[config.mk]
export PLATFORM = sky130hd
export DESIGN_NAME = divider_seq
export DESIGN_NICKNAME = d
export VERILOG_FILES = /design/src/rtl/divider_seq_pkg.sv /design/src/rtl/divider_seq_addern.sv /design/src/rtl/divider_seq.sv
export SDC_FILE = /design/constraint.sdc
export NUM_CORES = 1
export LEC_CHECK = 0
export ABC_AREA = 1
export BUFFER_PORTS_ARGS = -buffer_cell sky130_fd_sc_hd__buf_2
export CORE_MARGIN = 8
export CORE_UTILIZATION = 45
export CTS_CLUSTER_DIAMETER = 150
export DETAILED_ROUTE_END_ITERATION = 12
export GPL_TIMING_DRIVEN = 0
export PLACE_DENSITY = 0.65
export RECOVER_POWER = 100
export SKIP_CTS_REPAIR_TIMING = 1
export SYNTH_ARGS = -nofsm -noshare
export SYNTH_HDL_FRONTEND = slang
export SYNTH_HIERARCHICAL = 1
export SYNTH_SLANG_ARGS = --single-unit
[constraint.sdc]
create_clock -name clk -period 5.1 [get_ports clk]
set_input_delay 0.51 -clock clk [delete_from_list [all_inputs] [get_ports clk]]
set_output_delay 0.51 -clock clk [all_outputs]
set_load 0.03 [all_outputs]
[src/rtl/divider_seq_pkg.sv]
// Shared definitions for the sequential restoring divider.
package divider_seq_pkg;

    typedef enum logic [1:0] {
        ST_IDLE = 2'd0,
        ST_CALC = 2'd1,
        ST_DONE = 2'd2
    } div_state_t;

    function automatic int cnt_width(input int w);
        return $clog2(w + 1);
    endfunction

endpackage

[src/rtl/divider_seq_addern.sv]
// Generic N-bit ripple adder with carry in/out, reused here as a trial subtractor.
module addern #(
    parameter int N = 8
) (
    input  logic [N-1:0] a,
    input  logic [N-1:0] b,
    input  logic         cin,
    output logic [N-1:0] sum,
    output logic         cout
);

    assign {cout, sum} = {1'b0, a} + {1'b0, b} + {{N{1'b0}}, cin};

endmodule

[src/rtl/divider_seq.sv]
// Iterative unsigned restoring divider: one quotient bit per clock, start/busy/done handshake.
module divider_seq
    import divider_seq_pkg::*;
#(
    parameter int WIDTH = 8
) (
    input  logic             clk,
    input  logic             rst_n,
    input  logic             start,
    input  logic [WIDTH-1:0] dividend,
    input  logic [WIDTH-1:0] divisor,
    output logic             busy,
    output logic             done,
    output logic [WIDTH-1:0] quotient,
    output logic [WIDTH-1:0] remainder,
    output logic             div_zero
);

    localparam int CW = cnt_width(WIDTH);

    div_state_t     state;
    logic [WIDTH-1:0] q_reg;
    logic [WIDTH-1:0] d_reg;
    logic [WIDTH:0]   r_reg;
    logic [CW-1:0]    count;

    logic [WIDTH:0]   shifted;
    logic [WIDTH:0]   trial;
    logic             no_borrow;
    logic [WIDTH:0]   next_r;
    logic [WIDTH-1:0] next_q;

    // Working at WIDTH+1 bits keeps divisors above half range from wrapping.
    assign shifted = {r_reg[WIDTH-1:0], q_reg[WIDTH-1]};

    addern #(.N(WIDTH + 1)) u_trial_sub (
        .a    (shifted),
        .b    (~{1'b0, d_reg}),
        .cin  (1'b1),
        .sum  (trial),
        .cout (no_borrow)
    );

    assign next_r = no_borrow ? trial : shifted;
    assign next_q = {q_reg[WIDTH-2:0], no_borrow};

    assign busy = (state == ST_CALC);
    assign done = (state == ST_DONE);

    always_ff @(posedge clk or negedge rst_n) begin
        if (!rst_n) begin
            state     <= ST_IDLE;
            q_reg     <= '0;
            d_reg     <= '0;
            r_reg     <= '0;
            count     <= '0;
            quotient  <= '0;
            remainder <= '0;
            div_zero  <= 1'b0;
        end else begin
            case (state)
                ST_IDLE, ST_DONE: begin
                    if (start) begin
                        q_reg    <= dividend;
                        d_reg    <= divisor;
                        r_reg    <= '0;
                        count    <= CW'(WIDTH);
                        div_zero <= (divisor == '0);
                        state    <= ST_CALC;
                    end else begin
                        state <= ST_IDLE;
                    end
                end
                ST_CALC: begin
                    r_reg <= next_r;
                    q_reg <= next_q;
                    count <= count - CW'(1);
                    // Results are published only on the final iteration so they stay stable during CALC.
                    if (count == CW'(1)) begin
                        state     <= ST_DONE;
                        quotient  <= next_q;
                        remainder <= next_r[WIDTH-1:0];
                    end
                end
                default: state <= ST_IDLE;
            endcase
        end
    end

endmodule
==> impl_results.md <==
* Placed cell count at 432
* DIE WIDTH at between 90 and 100 um
* Arr. time, crit path at between 2000 and 3000 ps
* CP max stage delay at 430 ps
* Fin Clk Skew at between 4 and 5 ps
* CTS root buffer: clkbuf_8
* Worst hold slack at 434 ps
* DRT Wirelength at 5.35 mm
* Share of layout cells above drive strength 1 at 7.90%
* Setup TNS at 0 ps
* Htree depth at 2
* Pin count of the biggest net entering global routing at 48
* # Max-Cap Violations at 1
* Failing checks: capacitance limit, slew limit
* Avg Cell Area, Syn at between 7 and 8 um^2
* Grt ovf at 0
* Row count at 27
* Initial antenna violation count at 0
* IO Pins at 38
* # DRC at 0
* Iteration-0 DRC Markers at 99
* Crit path capture type: register
* Unrepaired setup endpoints after global routing: false
* WS Path Type: register to register
* Slew margin rel. at -62.2%
* Top cell by count, worst path: nand2_1
* Peak VDD IR at around 0.21 mV
* Clock transition at path regs at about 80 ps
* Final hold violation count at 0
* GRT Overall Usage at between 10% and 20%
* Clk buf depth at 2
* Global-route wire length before repair at roughly 9.4 mm
* Num CTS Buffers at 5
* Status: finished with violations
* DRT Pass-1 Iters at 4
* Max Clk Rate at around 390 MHz
* Vias in the first global route at approximately 2000
* Most frequent cells in the layout: nand2_1, dfrtp_1, inv_1
* Via count at 2048
* Area Overhead vs Synth at 11.5%
* WL/cell at approximately 12 um
* N_diodes at 0
* Buffers & Inverters on Critical Path at 5
* Post-DRT Antenna Nets at 0
* CP startpoint kind: register
* RD Place Congestion at between 0.8 and 0.9
* CP max stage cell: fa_1
* Initial Util at approximately 46%
* Commonest non-fill, non-tap cell in the layout: nand2_1
* Synth Cell Area at approximately 2500 um^2
* WP data required at around 5300 ps
* Crit-path cells: inv_1 > inv_1 > fa_1 > inv_1 > nand4_1 > nand2_1 > nand2_1 > nand2_1 > clkbuf_1 > clkbuf_1 > nand2_1 > o21ai_0 > nand2_1 > o21ai_0
* Worst-path fanout max at 10
* Port Buffer Count at 37
* Core Box Area at 5440 um^2
* Die area at between 8000 and 9000 um^2
* Delay-heaviest family, CP: buffers and inverters
* Clk_lat worst skew at 290 ps
* Yosys warning total at 6
* Setup violators final at 0
* Max Slew Vio Count at 48
* CTS tree: yes
* Final std cells w/o fill at 439
* Die height at ~90 um
* Final nets at roughly 400
* # clock sinks at 47
* Gate Count Post-Synth at 322
* Fin crit share at between 50% and 60%
* Filler cell count at 586
* Worst Hold Class: input port to register
* Least-Margin Pin Slew at ~2400 ps
* Vias per cell at 4.67
* HPWL Detailed at between 4 and 5 mm
* Pwr per Cell Area at roughly 700 nW/um^2
* Post-Route Utilization at between 50% and 60%
* Tmin final at between 2000 and 3000 ps
* Leak at between 1.5 and 2 nW
-- worst min-delay path, delay by kind of cell --
kind	cells	cell delay, ps
buf+inv	1	70
simple gates	2	100
-- metrics by stage --
stage	area [um^2]	worst slack [ps]	power [mW]
global placement	2770	2860	1.76
global route	2780	2200	2.16
floorplan	2500	3110	1.50
finish	2780	2530	1.94
CTS	2860	2820	2.01
detailed placement	2770	2830	1.79
-- final cells by class --
cell class / count / area [um^2] / share of cell area, %
repair buffers: 37 / 161 / 5.80
flip-flops and latches: 47 / 1180 / 42.3
clock inverters: 1 / 5.00 / 0.180
inverters: 45 / 169 / 6.07
clock buffers: 6 / 82.6 / 2.97
plain buffers: 8 / 37.5 / 1.35
multi-input cells: 223 / 1060 / 38.1
well taps: 72 / 90.1 / 3.24
-- path summary, 6_finish.rpt --
check / from / endpoint / slack [ps] / cells past startpoint
setup / recovery: d_reg[0] / r_reg[3] / 2530 / 14
hold / removal: dividend[2] / q_reg[2] / 430 / 3
setup reg to reg: d_reg[0] / r_reg[3] / 2530 / 14
hold reg to reg: remainder[4] / remainder[4] / 470 / 2
max in group asynchronous: rst_n / r_reg[3] / 2760 / 1
min in group asynchronous: rst_n / quotient[5] / 960 / 1
-- power breakdown --
group / leakage (nW) / switching, mW / internal (mW)
sequential: 0.587 / 0.0967 / 0.544
combinational: 0.876 / 0.721 / 0.361
clock: 0.0470 / 0.115 / 0.106
-- layer usage --
metal	vias to the layer above	GRT usage, %	part of all wire, %
li1	1074	-	-
met1	934	18.1	50
met2	38	21.9	46
met3	2	3.74	4.3
met4	0	3.74	0.56
met5	-	0	0
(Power assumes the default switching activity.)
